$ cat src/rtl/fetch_pkg.sv
// fetch_pkg: shared word width, reset PC, fetch-entry struct and halt FSM states
package fetch_pkg;
  localparam int XLEN = 32;
  localparam logic [XLEN-1:0] RESET_PC_DEF = 32'h0000_0000;
  typedef struct packed {
    logic [XLEN-1:0] pc;
    logic [XLEN-1:0] instr;
  } fetch_entry_t;
  typedef enum logic {RUN, HALT} state_t;
endpackage

$ cat src/rtl/instr_fetch_unit_if.sv
// instr_fetch_unit_if: instruction memory request/response bus
interface instr_fetch_unit_if import fetch_pkg::*; ();
  logic imem_req;
  logic [XLEN-1:0] imem_addr;
  logic imem_gnt;
  logic imem_rvalid;
  logic [XLEN-1:0] imem_rdata;
  modport master (output imem_req, imem_addr, input imem_gnt, imem_rvalid, imem_rdata);
  modport slave (input imem_req, imem_addr, output imem_gnt, imem_rvalid, imem_rdata);
endinterface

$ cat src/rtl/fetch_fifo.sv
// fetch_fifo: synchronous FIFO of any depth >= 1 with flush and occupancy count
module fetch_fifo #(
  parameter int DEPTH = 2,
  parameter type T = logic [31:0],
  localparam int AW = DEPTH > 1 ? $clog2(DEPTH) : 1,
  localparam int CW = $clog2(DEPTH + 1)
) (
  input  logic clk,
  input  logic rst_n,
  input  logic push,
  input  logic pop,
  input  logic flush,
  input  T din,
  output T head,
  output logic [CW-1:0] count,
  output logic full,
  output logic empty
);
  T mem [DEPTH];
  logic [AW-1:0] rd, wr;
  logic do_push, do_pop;
  function automatic logic [AW-1:0] inc(input logic [AW-1:0] p);
    return p == AW'(DEPTH - 1) ? '0 : p + AW'(1);
  endfunction
  assign empty = count == '0;
  assign full = count == CW'(DEPTH);
  assign do_pop = pop && !empty;
  assign do_push = push && (!full || do_pop);
  assign head = mem[rd];
  always_ff @(posedge clk or negedge rst_n)
    if (!rst_n) begin
      rd <= '0;
      wr <= '0;
      count <= '0;
      for (int i = 0; i < DEPTH; i++) mem[i] <= '0;
    end else if (flush) begin
      rd <= '0;
      wr <= '0;
      count <= '0;
    end else begin
      if (do_push) begin
        mem[wr] <= din;
        wr <= inc(wr);
      end
      if (do_pop) rd <= inc(rd);
      count <= count + CW'(do_push) - CW'(do_pop);
    end
endmodule

$ cat src/rtl/instr_fetch_unit.sv
// instr_fetch_unit: PC owner, credit-limited imem requester and prefetch buffer; FETCH_ALIGN_CHECK_EN adds the misaligned-redirect HALT trap
module instr_fetch_unit import fetch_pkg::*; #(
  parameter logic [XLEN-1:0] RESET_PC = RESET_PC_DEF,
  parameter int BUF_DEPTH = 2,
  parameter int MAX_OUTSTANDING = 2
) (
  input  logic clk,
  input  logic rst_n,
  instr_fetch_unit_if.master imem,
  input  logic redirect,
  input  logic [XLEN-1:0] redirect_pc,
  output logic if_valid,
  input  logic id_ready,
  output logic [XLEN-1:0] INSTRout,
  output logic [XLEN-1:0] PCout,
  output logic [XLEN-1:0] PCnext,
  output logic fetch_fault
);
  localparam int FCW = $clog2(BUF_DEPTH + 1);
  localparam int QCW = $clog2(MAX_OUTSTANDING + 1);
  logic [XLEN-1:0] fpc, pcq_head, load_pc;
  logic [QCW-1:0] out_cnt, discard;
  logic [FCW-1:0] fifo_cnt;
  logic live, halted, gnt_acc, rv_acc, pop, push;
  logic pcq_full, pcq_empty, fifo_full, fifo_empty;
  fetch_entry_t head, entry;
  assign gnt_acc = imem.imem_req && imem.imem_gnt;
  assign rv_acc = imem.imem_rvalid && !pcq_empty;
  assign pop = if_valid && id_ready;
  assign push = rv_acc && discard == '0 && !redirect && !fifo_full;
  assign entry = '{pc: pcq_head, instr: imem.imem_rdata};
  assign imem.imem_addr = fpc;
  // a same-cycle pop frees its slot, so single-cycle memory streams at full rate
  assign imem.imem_req = live && !halted && !pcq_full &&
                         (int'(out_cnt) + int'(fifo_cnt) - int'(pop) < BUF_DEPTH);
  assign if_valid = !fifo_empty;
  assign INSTRout = head.instr;
  assign PCout = head.pc;
  assign PCnext = head.pc + 32'd4;
  fetch_fifo #(.DEPTH(MAX_OUTSTANDING), .T(logic [XLEN-1:0])) u_pcq (
    .clk(clk), .rst_n(rst_n), .push(gnt_acc), .pop(rv_acc), .flush(1'b0), .din(fpc),
    .head(pcq_head), .count(out_cnt), .full(pcq_full), .empty(pcq_empty)
  );
  fetch_fifo #(.DEPTH(BUF_DEPTH), .T(fetch_entry_t)) u_buf (
    .clk(clk), .rst_n(rst_n), .push(push), .pop(pop), .flush(redirect || halted), .din(entry),
    .head(head), .count(fifo_cnt), .full(fifo_full), .empty(fifo_empty)
  );
`ifdef FETCH_ALIGN_CHECK_EN
  state_t state, state_n;
  always_ff @(posedge clk or negedge rst_n)
    if (!rst_n) state <= RUN;
    else state <= state_n;
  always_comb state_n = redirect ? (redirect_pc[1:0] != 2'b00 ? HALT : RUN) : state;
  assign halted = state == HALT;
  assign fetch_fault = halted;
  assign load_pc = redirect_pc;
`else
  assign halted = 1'b0;
  assign fetch_fault = 1'b0;
  assign load_pc = redirect_pc & ~XLEN'(3);
`endif
  // on redirect every request granted so far, including this cycle's, is dropped
  always_ff @(posedge clk or negedge rst_n)
    if (!rst_n) begin
      live <= 1'b0;
      fpc <= RESET_PC;
      discard <= '0;
    end else begin
      live <= 1'b1;
      fpc <= redirect ? load_pc : gnt_acc ? fpc + 32'd4 : fpc;
      discard <= redirect ? out_cnt + QCW'(gnt_acc) - QCW'(rv_acc) :
                 (rv_acc && discard != '0) ? discard - QCW'(1) : discard;
    end
endmodule

$ cat src/flat_wrapper.sv
// flat-port wrapper written by rule: the top's interface ports become plain ports
module instr_fetch_unit_flat import fetch_pkg::*;
#(
  parameter logic [XLEN-1:0] RESET_PC = RESET_PC_DEF,
  parameter int BUF_DEPTH = 2,
  parameter int MAX_OUTSTANDING = 2
)
  (clk, rst_n, redirect, redirect_pc, if_valid, id_ready, INSTRout, PCout, PCnext, fetch_fault, imem_imem_req, imem_imem_addr, imem_imem_gnt, imem_imem_rvalid, imem_imem_rdata);
  instr_fetch_unit_if imem_i ();
  input  logic clk;
  input  logic rst_n;
  input  logic redirect;
  input  logic [XLEN-1:0] redirect_pc;
  output logic if_valid;
  input  logic id_ready;
  output logic [XLEN-1:0] INSTRout;
  output logic [XLEN-1:0] PCout;
  output logic [XLEN-1:0] PCnext;
  output logic fetch_fault;
  output wire logic [$bits(imem_i.imem_req)-1:0] imem_imem_req;
  output wire logic [$bits(imem_i.imem_addr)-1:0] imem_imem_addr;
  input wire logic [$bits(imem_i.imem_gnt)-1:0] imem_imem_gnt;
  input wire logic [$bits(imem_i.imem_rvalid)-1:0] imem_imem_rvalid;
  input wire logic [$bits(imem_i.imem_rdata)-1:0] imem_imem_rdata;
  assign imem_imem_req = imem_i.imem_req;
  assign imem_imem_addr = imem_i.imem_addr;
  assign imem_i.imem_gnt = imem_imem_gnt;
  assign imem_i.imem_rvalid = imem_imem_rvalid;
  assign imem_i.imem_rdata = imem_imem_rdata;
  instr_fetch_unit #(.RESET_PC(RESET_PC), .BUF_DEPTH(BUF_DEPTH), .MAX_OUTSTANDING(MAX_OUTSTANDING)) u_core (.clk(clk), .rst_n(rst_n), .imem(imem_i), .redirect(redirect), .redirect_pc(redirect_pc), .if_valid(if_valid), .id_ready(id_ready), .INSTRout(INSTRout), .PCout(PCout), .PCnext(PCnext), .fetch_fault(fetch_fault));
endmodule
$ cat config.mk
export PLATFORM = sky130hd
export DESIGN_NAME = instr_fetch_unit_flat
export DESIGN_NICKNAME = d
export VERILOG_FILES = /design/src/rtl/fetch_pkg.sv /design/src/rtl/instr_fetch_unit_if.sv /design/src/rtl/fetch_fifo.sv /design/src/rtl/instr_fetch_unit.sv /design/src/flat_wrapper.sv
export SDC_FILE = /design/constraint.sdc
export NUM_CORES = 1
export LEC_CHECK = 0
export CAP_MARGIN = 10
export CORE_MARGIN = 5
export CORE_UTILIZATION = 50
export CTS_CLUSTER_SIZE = 30
export DETAILED_ROUTE_END_ITERATION = 10
export GPL_ROUTABILITY_DRIVEN = 0
export PLACE_DENSITY = 0.77
export SLEW_MARGIN = 30
export SYNTH_ARGS = -nofsm -noshare
export SYNTH_HDL_FRONTEND = slang
export SYNTH_SLANG_ARGS = --single-unit
$ cat constraint.sdc
create_clock -name clk -period 9.6 [get_ports clk]
set_clock_uncertainty 0.05 [all_clocks]
set_input_delay 0.96 -clock clk [delete_from_list [all_inputs] [get_ports clk]]
set_output_delay 0.96 -clock clk [all_outputs]
set_load 0.03 [all_outputs]
==> results by stage, run 1 <==
STA:
- The final-report hold violation count is 0.
- The ratio of final minimum period to clock period is 54.1%.
- The maximum achievable frequency is 193 MHz.
- Setup violations remaining at the end of the flow were counted as 0.
- Headroom to the max-slew limit came out at a little under half.
- The final count of pins violating max slew was 0.
- The final critical delay including setup and external delays is 5190 ps.
- Setup repair after global routing left no endpoint under its margin.
- The post-route setup TNS is 0 ps.
- The actual slew at the worst max-slew pin is roughly 800 ps.

Final layout:
- The layout cell share with drive strength beyond 1 is 20.6%.
- Across the whole layout, storage elements account for approximately 5600 µm².
- The fill cell instance count of the final layout is 1699.
- The multi-input combinational cells in the finished layout cover a total of 5020 µm².
- The synthesis-to-finish area growth is 27.8%.
- The final layout contains about 1200 nets.
- Leaving out fill and tap cells, the most frequent cell in the layout is sky130_fd_sc_hd__dfrtp_1.
- The top cell types in the final layout, fill and taps aside, are 224 x sky130_fd_sc_hd__dfrtp_1, 190 x sky130_fd_sc_hd__clkdlybuf4s50_1, 179 x sky130_fd_sc_hd__mux2_2, 92 x sky130_fd_sc_hd__nand2_1, 57 x sky130_fd_sc_hd__o21ai_0.
- The repair_antennas step left the layout with diodes totalling 0.

Setup path:
- The slack of the worst reg-to-reg path is 5850 ps.
- Data arrives at the worst endpoint at roughly 4200 ps.
- For the worst setup path, the data required time is 8590 ps.
- The critical path launch point type is a flop.
- The beginning of the worst register-to-register path is u_core.u_buf.count[0].
- In this run the worst setup path begins at u_core.u_buf.rd.
- The worst setup path is of the flop to output port kind.
- STA classifies the critical path endpoint as an output port.
- The worst register-to-register path ends at u_core.imem.imem_addr[17].
- The worst register-to-register path has a depth of 10.
- Of all nets on the critical path, the largest fanout is between 40 and 50.

Clock network:
- Clock-pin slew was measured on the worst setup and hold paths at roughly 60 ps.
- Post-CTS repair changed the size of 0 cells.
- CTS saw between 200 and 250 sinks.
- The number of clock buffers added by TritonCTS is 24.
- In this run the number of H-tree levels came out at 1.
- Once the clock tree was built, the setup fixing pass inserted 0 buffers.
- For this design, the CTS-stage hold fixing added 0 buffers.
- The tree is rooted in a sky130_fd_sc_hd__clkbuf_16.
- The clock network latency to the later pin of the worst-skew pair is 510 ps.
- The clock passes through at most 3 buffers.
- The clock tree from TritonCTS is built.

Routing:
- The number of DRC violations after detailed-routing iteration 0 is roughly 510.
- After detailed routing, the total wire length is 25700 µm.
- Using the TritonRoute via totals, the vias-per-cell ratio works out to between 5 and 6.
- The final route contains a little under 8000 vias.
- The number of nets with antenna violations after routing is 0.
- The iteration count of the initial detailed-routing pass is 5.
- After detailed routing, the average wire length per cell comes to 17.8 µm.
- The total DRC errors in the routed layout is 0.

Floorplanning:
- In this run the count of I/O pins placed on the die edge is 201.
- The die covers 24900 µm².
- In this run the standard cell core region covers 21700 µm².
- The floorplan die width is around 160 µm.
- The die boundary height is between 150 and 200 µm.
- The effective utilization at floorplan is 50.5%.
- The number of rows created at floorplan is 54.

Synthesis:
- The cell count after synthesis came out at 969.
- The count of different cell masters after synthesis is 47.
- A synthesized cell averages around 11 µm².
- Yosys printed 0 warnings.
- Sequential cells were found to cover 51.4% of the synthesized design area.
- Synthesis inferred 225 register bits.
- In this run the cell area of the synthesized design comes to about 11000 µm².

Pwr:
- The design draws 5.26 mW.
- The worst ir drop on vdd is 0.200 mV.
- The internal portion of the total power is 3.16 mW.
- In this run the power spent charging and discharging nets is 2.11 mW.
- The part of the total power dissipated in sequential elements is 30.4%.
- For this design the static power due to leakage is 5.95 nW.
- The power share of the clock group is a little under a fifth.
- The proportion of total power due to net switching is 40.0%.
- The total power divided by cell area is between 300 and 400 nW/µm².
- The share of total power dissipated in combinational logic is 50.6%.

Run status:
- The run finished with clean final reports.

Hold path:
- The class of the worst hold path is input port to async pin.

Global route:
- The first global-routing pass estimated 41800 µm of wire.
- The initial antenna violation count is 0.
- The total global-route track usage is 20.5%.
- The pin count of the biggest net entering global routing is 95.
- The total overflow left after global routing is 0.
- The number of global-route vias before repair came to 7952.

Job:
- The number of maximum-capacitance violations is 0.

Placement:
- In this run the tool buffered the top-level ports with ~190 buffer cells.
- After legalization and detailed placement, the total HPWL measured 17700 µm.
[power groups by stage]
stage	clock network (mW)	registers (mW)	logic [mW]
after floorplan	0	1.55	1.77
after global placement	0	1.59	2.62
after detailed placement	0	1.61	2.68
after CTS	1.02	1.60	2.69
after global routing	1.07	1.65	2.86
final	1.00	1.60	2.66
[layer usage]
layer | vias up | GRT usage (%) | routed length, µm
li1 | 3766 | - | -
met1 | 3828 | 30.0 | 11800
met2 | 252 | 31.6 | 11400
met3 | 43 | 3.64 | 1930
met4 | 0 | 5.73 | 572
met5 | - | 0 | 0
[logic make-up (layout without fill, tap and decap cells)]
logic type | after synthesis | in the layout | share of synthesized area [%]
fa+ha+maj | 13 | 13 | 1.55
other cells | 2 | 8 | 0.0686
buf+inv | 81 | 266 | 3.18
xor+xnor | 58 | 58 | 4.64
simple gates | 255 | 255 | 11.4
compound gates | 121 | 121 | 6.10
mux | 214 | 214 | 21.6
flops | 225 | 225 | 51.4
[final cells by class]
cell class,instances,area share [%]
clock buffer,33,5.05
clock inverter,11,1.17
inverter,20,0.537
multi-input combinational,669,35.9
sequential,225,40.3
tap,280,2.50
timing repair buffer,202,14.6
[worst max-delay path by stage]
stage                         end  slack, ps  depth (start not counted)
floorplan               PCnext[8]       4750                         13
global placement       PCnext[31]       4520                          7
detailed placement  imem_imem_req       4800                          9
CTS                    PCnext[31]       4330                          7
global route           PCnext[31]       4140                          7
finish                 PCnext[31]       4410                          7
[flip-flops by register name, summed over array words and instances (netlist names)]
signal / flops
u_core.u_buf.mem: 124
u_core.u_pcq.mem: 60
u_core.imem.imem_addr: 30
u_core.discard: 2
u_core.u_buf.count: 2
u_core.u_pcq.count: 2
u_core.live: 1
u_core.u_buf.rd: 1
u_core.u_buf.wr: 1
u_core.u_pcq.rd: 1
u_core.u_pcq.wr: 1
[through the flow]
| stage | cell area, µm² | setup WS [ps] | hold WS (ps) | instances | util, % |
|---|---|---|---|---|---|
| after global placement | 13100 | 4520 | 406 | 1394 | 60.2 |
| after floorplan | 11000 | 4750 | 394 | 975 | - |
| after CTS | 14000 | 4330 | 423 | 1440 | 64.5 |
| final | 14000 | 4410 | 401 | 1440 | 64.5 |
| after global routing | 14000 | 4140 | 457 | 1440 | 64.5 |
| after detailed placement | 13100 | 4800 | 415 | 1396 | 60.5 |
[critical path: stages (launching register included)]
cell,delay (ps)
sky130_fd_sc_hd__dfrtp_4,430
sky130_fd_sc_hd__buf_4,510
sky130_fd_sc_hd__nand4_1,210
sky130_fd_sc_hd__a22oi_1,640
sky130_fd_sc_hd__nand3_1,440
sky130_fd_sc_hd__nor3_1,500
sky130_fd_sc_hd__xor2_1,200
sky130_fd_sc_hd__clkdlybuf4s50_1,710
[cells in the mapped netlist (all sizes together)]
cell type | count | area [µm²]
nand2 | 93 | 349
fa | 1 | 20.0
o22a | 1 | 8.76
and4 | 2 | 17.5
or3 | 6 | 37.5
ha | 12 | 150
o21a | 1 | 7.51
dfrtp | 225 | 5630
nand4b | 6 | 52.6
nor4 | 17 | 106
nor2 | 46 | 173
xnor2 | 40 | 350
inv | 19 | 71.3
o31a | 2 | 17.5
or4 | 7 | 52.6
clkbuf | 33 | 125
nand4 | 20 | 125
a21oi | 34 | 170
a2bb2oi | 1 | 8.76
conb | 2 | 7.51
nand3b | 3 | 22.5
clkinv | 1 | 3.75
a21o | 1 | 7.51
buf | 28 | 148
and2 | 2 | 12.5
o31ai | 5 | 37.5
a31oi | 9 | 56.3
nor2b | 4 | 25.0
xor2 | 18 | 158
nor3b | 1 | 7.51
o22ai | 3 | 18.8
mux2i | 35 | 350
and3 | 7 | 43.8
mux2 | 179 | 2020
nand3 | 22 | 110
a21boi | 1 | 7.51
a22oi | 3 | 22.5
o21ai | 59 | 295
nand2b | 3 | 18.8
nor4b | 3 | 26.3
a32o | 1 | 10.0
or2 | 2 | 12.5
nor3 | 11 | 55.1
(Power assumes the default switching activity.)
==> run 2, diff against run 1 <==
- clock period: 9.6 -> 5.05 ns (I/O delays scaled with it)
==> run 2 against run 1 <==
Cell area about the same. Sequential share of layout area about the same. Routed wire length grew 1.5%. Die area did not move. Worst hold slack worse by 36 ps. Sequential cell count unchanged. Highest routed layer unchanged. Clock-buffer cell count grew 5. Combinational power increased by 89%. Register-to-register slack lost 4300 ps. Non-clock buffer count up 2.
==> results by stage, run 2 (synthesis gave the netlist of run 1 again) <==
Run status:
- The flow ran to the end, and the final reports show no timing, DRC or antenna violations.

Final layout:
- The synthesis-to-finish area growth is 27.7% (about the same).
- The fill cell instance count of the final layout is 1723 (+1.4%).
- The final standard cell utilization of the core is 64.4% (about the same).
- The flip-flop count of the largest register after layout is 124 (unchanged).
- Ranked by flip-flop count, first place goes to u_core.u_buf.mem.
- The register cell area after layout is 5630 µm² (unchanged).
- The layout cell share with drive strength beyond 1 is 20.7% (+0.10 points).
- The multi-input logic area is 5020 µm² (unchanged).
- The most frequent standard cell in the layout excluding fill and tap cells is sky130_fd_sc_hd__dfrtp_1.
- The library cells used most frequently in the layout, excluding fill and tap cells, are 224 x sky130_fd_sc_hd__dfrtp_1, 190 x sky130_fd_sc_hd__clkdlybuf4s50_1, 179 x sky130_fd_sc_hd__mux2_2, 92 x sky130_fd_sc_hd__nand2_1, 57 x sky130_fd_sc_hd__o21ai_0.
- The net count reported at finish was 1228 (+0.24%).
- The number of antenna diodes is 0 (unchanged).

STA:
- Of the available clock period, the critical path in the final layout requires between 80% and 90%.
- The relative slew slack is 53.1% (+6.8 points).
- The actual slew at the worst max-slew pin was 703 ps (-102 ps).
- The final count of pins violating max slew was 0 (unchanged).
- The final setup violation count is 0 (unchanged).
- Setup repair after global routing left no endpoint under its margin.
- The final-report hold violation count is 0 (unchanged).
- The post-route setup TNS was 0 ps (unchanged).
- The final critical delay including setup and external delays is 4420 ps.
- The setup slack of the critical path after layout is 632 ps (-3780 ps).
- Based on the critical path, the design can be clocked at up to around 230 MHz.

Global route:
- The global-route wire length before repair is 41700 µm (-0.11%).
- The initial antenna violation count is 0 (unchanged).
- The number of global-route vias before repair was 7971 (+0.24%).
- The pin count of the biggest net entering global routing is 122 (+28%).
- The total global-route track usage is 20.5% (about the same).
- The final global-route overflow total is 0 (unchanged).

Routing:
- The number of nets with antenna violations after routing came to 0 (unchanged).
- The routed length per instance is 18.1 µm (+1.2%).
- The total DRC errors in the routed layout is 0 (unchanged).
- The total via count in the routed design is 7945 (+0.71%).
- The total routed wirelength is 26100 µm (+1.5%).
- The via density per instance is 5.50 (+0.43%).
- The iteration count of the initial detailed-routing pass is 5 (unchanged).
- The number of DRC violations after detailed-routing iteration 0 is 507 (-0.78%).

Floorplanning:
- The area of the placeable core was 21700 µm² (unchanged).
- The die area is 24900 µm² (unchanged).
- The number of placed I/O pins is 201 (unchanged).
- The number of rows created at floorplan is 54 (unchanged).
- The die boundary height is 158 µm (unchanged).
- The floorplan die width is 158 µm (unchanged).
- The effective utilization at floorplan is 50.5% (unchanged).

Setup path:
- The kind of cell adding the most delay to the critical path is simple AND/OR/NAND/NOR gates.
- The depth of the worst register-to-register path came to 11 (+1).
- The worst setup path is captured at an output port.
- The endpoint required time on the critical path is 4490 ps (-4100 ps).
- The longest individual stage delay on the worst path is 840 ps (+130 ps).
- The arrival time reported for the critical path endpoint came to 3860 ps (-320 ps).
- The slack of the worst reg-to-reg path was 1520 ps (-4330 ps).
- The number of buffers and inverters on the critical path is 1 (-1).
- The beginning of the worst register-to-register path is u_core.u_pcq.count[0].
- The largest fanout on the critical path came to 55 (+15%).
- The worst register-to-register path ends at u_core.imem.imem_addr[17].
- STA classifies the critical path startpoint as a flop.
- The cell with the biggest individual delay on the critical path is sky130_fd_sc_hd__dfrtp_4.
- The type of the worst setup path is flop to output port.
- Traced cell by cell, the critical path runs through nand4_1 > a22oi_1 > nand3_1 > nor3_1 > xor2_1 > clkdlybuf4s50_1.

Pwr:
- The internal power of the cells was 5.92 mW (+88%).
- The power share of the clock group came to 18.2% (-0.8 points).
- The static leakage power is 5.95 nW (about the same).
- The part of the total power dissipated in sequential elements is 31.1% (+0.7 points).
- The combinational share of power is 50.6% (about the same).
- The proportion of total power due to net switching came to 40.5% (+0.42 points).
- The power spent charging and discharging nets is 4.02 mW (+91%).
- The total power divided by cell area is 712 nW/µm² (+89%).
- The worst ir drop on vdd is 0.425 mV (+110%).

Placement:
- The final HPWL from detailed placement is 18000 µm (+1.5%).
- The post-placement worst setup slack is 1170 ps (-3630 ps).
- The number of I/O port buffers is 191 (unchanged).

Clock network:
- The clock network latency to the later pin of the worst-skew pair was 520 ps (about the same).
- The clock transition at the registers of the reported paths came to 60 ps (about the same).
- The cell at the root of the clock tree is sky130_fd_sc_hd__clkbuf_16.
- The number of clock sinks is 225 (unchanged).
- The clock tree from TritonCTS is built.
- The level count of the clock H-tree is 1 (unchanged).
- The number of CTS-inserted buffers is 25 (+4.2%).
- The maximum root-to-sink buffer count is 3 (unchanged).

Job:
- The number of maximum-capacitance violations is 0 (unchanged).

Hold path:
- The class of the worst hold path is input port to async pin.
-- run 2: cell count changes in the layout (fill, tap and decap cells not counted), sizes merged --
cell and delta:
bufinv -3, clkbuf +5, dlygate4sd3 +1, buf +1
-- run 2: repair_timing --
item	CTS	global route
hold endpoints to repair	0	26
setup endpoints to repair	0	0
hold buffers	0	1
setup buffers	0	0
gates resized for setup	0	0
-- run 2: final cells by class --
cell class,count,share of cell area (%)
repair buffers,204,14.7
clock buffers,38,5.47
well taps,280,2.51
clock inverters,8,0.555
multi-input cells,669,35.9
flip-flops and latches,225,40.3
inverters,20,0.537
-- run 2: metrics by stage --
step | hold WS [ps] | area (µm²) | power [mW] | instances
after floorplan | 159 | 11000 | 6.31 | 975
after global placement | 406 | 13100 | 8.03 | 1396
after detailed placement | 420 | 13100 | 8.17 | 1396
after CTS | 25.3 | 13900 | 10.0 | 1442
after global routing | 366 | 14000 | 10.5 | 1444
final | 365 | 14000 | 9.95 | 1444
-- run 2: worst max-delay path by stage --
stage | start | endpoint | slack (ps) | cells past startpoint
5_1_grt | u_core.u_buf.rd | PCnext[24] | 500 | 9
3_5_place_dp | u_core.u_buf.rd | PCnext[31] | 1170 | 6
3_3_place_gp | u_core.u_buf.rd | PCnext[31] | 1210 | 6
6_report | u_core.u_buf.rd | PCnext[31] | 630 | 6
2_1_floorplan | u_core.u_buf.rd | PCnext[8] | 660 | 13
4_1_cts | u_core.u_buf.rd | PCnext[31] | 620 | 6
-- run 2: routing by layer --
| layer | share of wire [%] | global-route usage (%) | vias to the layer above | wire length (µm) |
|---|---|---|---|---|
| met5 | 0 | 0 | - | 0 |
| met4 | 2.2 | 5.65 | 0 | 579 |
| met3 | 7.1 | 3.53 | 41 | 1860 |
| met2 | 45 | 32.3 | 255 | 11800 |
| met1 | 45 | 29.5 | 3878 | 11800 |
| li1 | - | - | 3771 | - |
-- run 2: power groups by stage --
stage / Combinational [mW] / Clock (mW) / Sequential, mW
2_1_floorplan: 3.36 / 0 / 2.94
3_3_place_gp: 4.96 / 0 / 3.07
3_5_place_dp: 5.04 / 0 / 3.12
4_1_cts: 5.07 / 1.86 / 3.09
5_1_grt: 5.40 / 1.93 / 3.20
6_report: 5.03 / 1.81 / 3.10
-- run 2: worst reg2reg max path, cell delays in order, from the launching register on --
cell	delay, ps
sky130_fd_sc_hd__dfrtp_1	430
sky130_fd_sc_hd__ha_1	210
sky130_fd_sc_hd__fa_1	500
sky130_fd_sc_hd__inv_1	50
sky130_fd_sc_hd__ha_1	190
sky130_fd_sc_hd__ha_1	260
sky130_fd_sc_hd__nand2_1	60
sky130_fd_sc_hd__o22a_1	180
sky130_fd_sc_hd__buf_4	200
sky130_fd_sc_hd__or4_1	710
sky130_fd_sc_hd__or4_1	440
sky130_fd_sc_hd__a31oi_1	160
